File: src/rtl/fpu_pkg.sv
// Shared FPU types: widths, writeback FIFO entry, and the operation enum used by decode.
// FPU_WB_FFLAGS_EN adds accrued-exception bits to each writeback entry.
package fpu_pkg;

  localparam int XLEN       = 32;
  localparam int REG_ADDR_W = 5;

  typedef struct packed {
    logic [XLEN-1:0]       data;
    logic [REG_ADDR_W-1:0] rd;
    logic                  is_int;
`ifdef FPU_WB_FFLAGS_EN
    logic [4:0]            fflags;  // NV, DZ, OF, UF, NX
`endif
  } wb_entry_t;

  typedef enum logic [4:0] {
    FPU_OP_FADD,
    FPU_OP_FSUB,
    FPU_OP_FMUL,
    FPU_OP_FDIV,
    FPU_OP_FSQRT,
    FPU_OP_FMIN,
    FPU_OP_FMAX,
    FPU_OP_FMADD,
    FPU_OP_FMSUB,
    FPU_OP_FNMADD,
    FPU_OP_FNMSUB,
    FPU_OP_FSGNJ,
    FPU_OP_FSGNJN,
    FPU_OP_FSGNJX,
    FPU_OP_FEQ,
    FPU_OP_FLT,
    FPU_OP_FLE,
    FPU_OP_FCLASS,
    FPU_OP_FCVT_W_S,
    FPU_OP_FCVT_WU_S,
    FPU_OP_FCVT_S_W,
    FPU_OP_FCVT_S_WU,
    FPU_OP_FMV_X_W,
    FPU_OP_FMV_W_X
  } fpu_op_e;

  // Operations whose result goes to the integer register file rather than f-regs.
  function automatic logic fpu_op_is_int(input fpu_op_e op);
    case (op)
      FPU_OP_FEQ, FPU_OP_FLT, FPU_OP_FLE, FPU_OP_FCLASS,
      FPU_OP_FCVT_W_S, FPU_OP_FCVT_WU_S, FPU_OP_FMV_X_W: return 1'b1;
      default: return 1'b0;
    endcase
  endfunction

endpackage

File: src/rtl/fpu_wb_fifo.sv
// In-order result buffer of wb_entry_t with count/full/empty, plus a per-slot view
// of non-head FP destinations so the top can compute hazard pending flags.
module fpu_wb_fifo
  import fpu_pkg::*;
#(
  parameter int DEPTH = 4
) (
  input  logic                          clk,
  input  logic                          rst,
  input  logic                          push,
  input  logic                          pop,
  input  wb_entry_t                     push_data,
  output wb_entry_t                     head,
  output logic [DEPTH-1:0]              tail_fp,
  output logic [REG_ADDR_W-1:0]         entry_rd [DEPTH],
  output logic [$clog2(DEPTH):0]        count,
  output logic                          full,
  output logic                          empty
);

  localparam int PTR_W = $clog2(DEPTH);

  wb_entry_t        mem [DEPTH];
  logic [PTR_W-1:0] wr_ptr;
  logic [PTR_W-1:0] rd_ptr;
  logic [PTR_W-1:0] off;
  logic             do_push;
  logic             do_pop;

  assign full    = (count == (PTR_W+1)'(DEPTH));
  assign empty   = (count == '0);
  assign do_push = push && !full;
  assign do_pop  = pop && !empty;
  assign head    = mem[rd_ptr];

  always_ff @(posedge clk) begin
    if (rst) begin
      wr_ptr <= '0;
      rd_ptr <= '0;
      count  <= '0;
    end else begin
      if (do_push) wr_ptr <= wr_ptr + 1'b1;
      if (do_pop)  rd_ptr <= rd_ptr + 1'b1;
      count <= count + (PTR_W+1)'(do_push) - (PTR_W+1)'(do_pop);
    end
  end

  // Storage is not reset; occupancy is tracked by the pointers and count alone.
  always_ff @(posedge clk) begin
    if (do_push && !rst) mem[wr_ptr] <= push_data;
  end

  always_comb begin
    off = '0;
    for (int i = 0; i < DEPTH; i++) begin
      off         = PTR_W'(i) - rd_ptr;
      entry_rd[i] = mem[i].rd;
      tail_fp[i]  = (off != '0) && ({1'b0, off} < count) && !mem[i].is_int;
    end
  end

endmodule

File: src/rtl/fpu_wb_regfile.sv
// FPU writeback: result FIFO draining into the 32-entry FP regfile or the integer port,
// with three bypassed read ports and hazard pending flags. FPU_WB_FFLAGS_EN adds fflags.
module fpu_wb_regfile
  import fpu_pkg::*;
#(
  parameter int XLEN       = 32,
  parameter int NREGS      = 32,
  parameter int FIFO_DEPTH = 4
) (
  input  logic                  clk,
  input  logic                  rst,
  input  logic                  res_valid,
  output logic                  res_ready,
  input  logic [XLEN-1:0]       res_data,
  input  logic [REG_ADDR_W-1:0] res_rd,
  input  logic                  res_is_int,
  output logic                  int_wb_valid,
  input  logic                  int_wb_ready,
  output logic [XLEN-1:0]       int_wb_data,
  output logic [REG_ADDR_W-1:0] int_wb_rd,
  input  logic [REG_ADDR_W-1:0] rs1_addr,
  input  logic [REG_ADDR_W-1:0] rs2_addr,
  input  logic [REG_ADDR_W-1:0] rs3_addr,
  output logic [XLEN-1:0]       rs1_data,
  output logic [XLEN-1:0]       rs2_data,
  output logic [XLEN-1:0]       rs3_data,
  output logic                  rs1_pending,
  output logic                  rs2_pending,
  output logic                  rs3_pending,
  output logic                  fifo_empty
`ifdef FPU_WB_FFLAGS_EN
  ,
  input  logic [4:0]            res_fflags,
  input  logic                  fflags_clr,
  output logic [4:0]            fflags
`endif
);

  wb_entry_t                   push_data;
  wb_entry_t                   head;
  logic [FIFO_DEPTH-1:0]       tail_fp;
  logic [REG_ADDR_W-1:0]       entry_rd [FIFO_DEPTH];
  logic [$clog2(FIFO_DEPTH):0] count;
  logic                        full;
  logic                        empty;
  logic                        pop;
  logic                        fp_head;
  logic [XLEN-1:0]             rf [NREGS];

  always_comb begin
    push_data        = '0;
    push_data.data   = res_data;
    push_data.rd     = res_rd;
    push_data.is_int = res_is_int;
`ifdef FPU_WB_FFLAGS_EN
    push_data.fflags = res_fflags;
`endif
  end

  fpu_wb_fifo #(
    .DEPTH(FIFO_DEPTH)
  ) u_fifo (
    .clk       (clk),
    .rst       (rst),
    .push      (res_valid),
    .pop       (pop),
    .push_data (push_data),
    .head      (head),
    .tail_fp   (tail_fp),
    .entry_rd  (entry_rd),
    .count     (count),
    .full      (full),
    .empty     (empty)
  );

  assign res_ready    = !full;
  assign fifo_empty   = (count == '0);
  assign fp_head      = !empty && !head.is_int;
  assign int_wb_valid = !empty && head.is_int;
  assign int_wb_data  = int_wb_valid ? head.data : '0;
  assign int_wb_rd    = int_wb_valid ? head.rd : '0;
  // An FP head retires unconditionally; an integer head waits on the integer side.
  assign pop          = fp_head || (int_wb_valid && int_wb_ready);

  always_ff @(posedge clk) begin
    if (rst) begin
      for (int i = 0; i < NREGS; i++) rf[i] <= '0;
    end else if (fp_head) begin
      rf[head.rd] <= head.data;
    end
  end

  assign rs1_data = (fp_head && head.rd == rs1_addr) ? head.data : rf[rs1_addr];
  assign rs2_data = (fp_head && head.rd == rs2_addr) ? head.data : rf[rs2_addr];
  assign rs3_data = (fp_head && head.rd == rs3_addr) ? head.data : rf[rs3_addr];

  always_comb begin
    rs1_pending = 1'b0;
    rs2_pending = 1'b0;
    rs3_pending = 1'b0;
    for (int i = 0; i < FIFO_DEPTH; i++) begin
      if (tail_fp[i] && entry_rd[i] == rs1_addr) rs1_pending = 1'b1;
      if (tail_fp[i] && entry_rd[i] == rs2_addr) rs2_pending = 1'b1;
      if (tail_fp[i] && entry_rd[i] == rs3_addr) rs3_pending = 1'b1;
    end
  end

`ifdef FPU_WB_FFLAGS_EN
  always_ff @(posedge clk) begin
    if (rst) begin
      fflags <= '0;
    end else if (fflags_clr) begin
      fflags <= pop ? head.fflags : 5'b0;
    end else if (pop) begin
      fflags <= fflags | head.fflags;
    end
  end
`endif

endmodule
File: config.mk
export PLATFORM = sky130hd
export DESIGN_NAME = fpu_wb_regfile
export DESIGN_NICKNAME = d
export VERILOG_FILES = /design/src/rtl/fpu_pkg.sv /design/src/rtl/fpu_wb_fifo.sv /design/src/rtl/fpu_wb_regfile.sv
export SDC_FILE = /design/constraint.sdc
export NUM_CORES = 2
export LEC_CHECK = 0
export CAP_MARGIN = 20
export CORE_MARGIN = 1.5
export CORE_UTILIZATION = 25
export DETAILED_ROUTE_END_ITERATION = 7
export PLACE_DENSITY = 0.47
export SKIP_CTS_REPAIR_TIMING = 1
export SLEW_MARGIN = 0
export SYNTH_ARGS = -nofsm -noshare
export SYNTH_HDL_FRONTEND = slang
export SYNTH_HIERARCHICAL = 1
export SYNTH_SLANG_ARGS = --single-unit
File: constraint.sdc
create_clock -name clk -period 5 [get_ports clk]
set_clock_uncertainty 0.05 [all_clocks]
set_input_delay 1 -clock clk [delete_from_list [all_inputs] [get_ports clk]]
set_output_delay 1 -clock clk [all_outputs]
set_load 0.005 [all_outputs]
==> metrics.log <==
[metrics] result of the run: finished with violations
[metrics] failing checks: setup timing
[metrics] vias in the first global route: roughly 46000
[metrics] Worst R2R Path Depth: 7
[metrics] Pwr Total: 29.5 mW
[metrics] worst-case hold slack: 0.469 ns
[metrics] Hold Fails Final Rpt: 0
[metrics] area of the placeable core: 279000 µm²
[metrics] utilization of the core after routing: 29.9%
[metrics] required time at the worst-slack endpoint: 3.95 ns
[metrics] horizontal extent of the die: 532 µm
[metrics] GRT Overall Usage: 20.8%
[metrics] maximum capacitance violations: 0
[metrics] min-delay worst type: flop to flop
[metrics] residual DRC count: 0
[metrics] post-synthesis net count: 4628
[metrics] crit path max-delay cell type: clkdlybuf4s50_1
[metrics] setup slack, reg-to-reg: between 1 and 1.5 ns
[metrics] pwr/cell area: 353 nW/µm²
[metrics] number of buffers created by CTS: 135
[metrics] number of port buffers: 195
[metrics] WP depth: 8
[metrics] Die Area: ~280000 µm²
[metrics] crit-path leading delay family: buffers and inverters
[metrics] pre-CTS setup slack: -0.267 ns
[metrics] clock tree from TritonCTS: done
[metrics] number of enable-type register cells in the synthesized netlist: 1176
[metrics] number of rows created at floorplan: slightly below 200
[metrics] timing-limited maximum frequency: 197 MHz
[metrics] final setup TNS: -0.217 ns
[metrics] Initial Utilization: 25.1%
[metrics] count of TritonRoute iterations in the first routing pass: 5
[metrics] number of clock sinks seen by CTS: 1185
[metrics] CTS HTree Levels: 4
[metrics] final non-filler cell area: 83500 µm²
[metrics] clock latency on the worst-skew pair: 0.80 ns
[metrics] static leakage: 29.0 nW
[metrics] signal arrival time at the worst endpoint: approximately 4 ns
[metrics] Synth area leader: edfxtp_1
[metrics] drt via density: 5.43
[metrics] warning count from the yosys run: 6
[metrics] routed len/inst: about 35 µm
[metrics] kind of start point of the critical path: primary input
[metrics] most numerous cell on the critical path: clkdlybuf4s50_1
[metrics] share of the yosys chip area belonging to registers: 50.7%
[metrics] share of cells above drive strength 1: 31.9%
[metrics] total via count after detailed routing: 46700
[metrics] combined buffer and inverter count along the critical path: 4
[metrics] initial antenna violation count: 38
[metrics] global route total overflow: 0
[metrics] floorplan die height: 532 µm
[metrics] cell types with the largest area share after synthesis: edfxtp_1 (50%), mux4_2 (26%), and2_1 (9.5%)
[metrics] area share of the leading cell type in the synthesized netlist: 50.5%
[metrics] half-perimeter wire length of the detailed placement result: 198000 µm
[metrics] most frequent cell after synthesis: edfxtp_1
[metrics] largest stage delay on the critical path: 0.73 ns
[metrics] fin worst setup slack: -0.0710 ns
[metrics] ports placed on the boundary: 196
[metrics] overall routed net length: a little over 300000 µm
[metrics] Gate Count Post-Synth: between 4000 and 5000
[metrics] non-filler cells in the finished layout: 8611
[metrics] critical path cell sequence: clkdlybuf4s50_1, or3b_2, buf_12, o22ai_1, buf_4, a211oi_1, a22o_1, clkdlybuf4s50_1
[metrics] critical path endpoint category: primary output
[metrics] Final ANT Viol Nets: 0
[metrics] DRC marker count from the first detailed-route iteration: approximately 6500
[metrics] number of cells traversed by the worst hold path: 2
[metrics] worst-margin pin slew: ~1.2 ns
[metrics] pin count of the biggest net entering global routing: 50
[metrics] Filler Cells Inserted: 27500
[metrics] Yosys cell types: 45
[metrics] Synth top cells by count: edfxtp_1 (1176), and2_1 (1063), mux4_2 (807)
[metrics] worst-case vdd ir drop: ~370 µV
[metrics] worst-path maximum fanout: 24
[metrics] Synth Flop Type: edfxtp_1
[metrics] Max-Slew Margin vs Limit: 17.2%
[metrics] count of final setup violators: 6
[metrics] Placed Instance Area: roughly 79000 µm²
[metrics] global-route wire length before repair: 405000 µm
[metrics] type of the worst setup path: primary input to primary output
[metrics] final clock period utilization by the worst path: 101%
[metrics] cell area after synthesis: 70000 µm²
[metrics] flip-flop and latch count after synthesis: 1185
[metrics] Root Buffer Master: clkbuf_16
[metrics] crit path time final: 5.07 ns
[metrics] worst-case clock buffer depth: 3
[metrics] clock-pin transition on the worst setup and hold timing paths: about 0.060 ns
[metrics] layout overhead on the synthesized area: 19.4%
[metrics] async set-or-reset flop fraction in the synthesized netlist: 0%
[metrics] Total Nets Final: 4844
[metrics] global placement routability congestion: 0.924
[metrics] max-slew violations: 0
[metrics] mean instance size in the synthesized netlist: 15.4 µm²
[metrics] total placed cells including tap cells: 8338
## final timing paths
check | from | to
setup / recovery | rs2_addr[4] | rs2_data[8]
hold / removal | u_fifo/wr_ptr[1]$_SDFFE_PP0P_ | u_fifo/wr_ptr[1]$_SDFFE_PP0P_
setup reg to reg | u_fifo/mem[3][1]$_DFFE_PP_ | rf[0][5]$_SDFFCE_PN0P_
hold reg to reg | u_fifo/wr_ptr[1]$_SDFFE_PP0P_ | u_fifo/wr_ptr[1]$_SDFFE_PP0P_
## where the power goes
part           switching (mW)  internal [mW]
clock                    4.33           6.03
combinational            4.57           2.74
sequential              0.344           11.4
total                    9.24           20.2
## area by class of cell
class                      count  area, µm²  area share (%)
sequential                  1185      35500            42.5
inverter                      13       48.8          0.0584
tap                         3724       4660            5.58
antenna                       11       27.5          0.0330
multi-input combinational   2802      32200            38.6
clock buffer                 164       3610            4.33
clock inverter                77        850            1.02
timing repair buffer         635       6590            7.88
## flip-flops by register name (all words and copies together), names as in the netlist, named ones only
name / count
rf: 1024
u_fifo/count: 3
u_fifo/mem: 152
u_fifo/rd_ptr: 2
u_fifo/wr_ptr: 2
## tightest hold or removal path, delay by kind of cell, from the launching register on
kind | cells | cell delay (ns)
flip-flops | 1 | 0.34
multiplexers | 1 | 0.06
AND/OR/NAND/NOR | 1 | 0.08
## cell usage in the layout, fill, tap and decap left out, types with 87 or more instances in the layout
cell | netlist | layout
buf_12 | 2 | 100
clkbuf_16 | 0 | 143
and2_1 | 1063 | 1061
mux2i_1 | 194 | 194
a21oi_1 | 98 | 98
buf_4 | 63 | 337
clkdlybuf4s50_1 | 0 | 185
o22ai_1 | 190 | 190
edfxtp_1 | 1176 | 1176
a211oi_1 | 98 | 87
mux4_2 | 807 | 807
a22o_1 | 95 | 92
## layer usage
metal	track usage (%)	vias up	routed length, µm
met1	26.7	25000	120000
li1	-	18500	-
met3	4.31	559	25700
met2	33.2	2558	141000
met5	0	-	197
met4	10.1	32	16600
## logic make-up (layout without fill, tap and decap cells)
group | after synthesis | count (layout) | share of synthesized area, %
buf+inv | 570 | 889 | 3.72
mux | 1003 | 1004 | 28.8
compound gates | 491 | 491 | 4.74
flops | 1185 | 1185 | 50.7
simple gates | 1214 | 1214 | 10.8
xor+xnor | 78 | 78 | 0.977
other cells | 0 | 11 | 0
fa+ha+maj | 15 | 15 | 0.279
(Power assumes the default switching activity.)
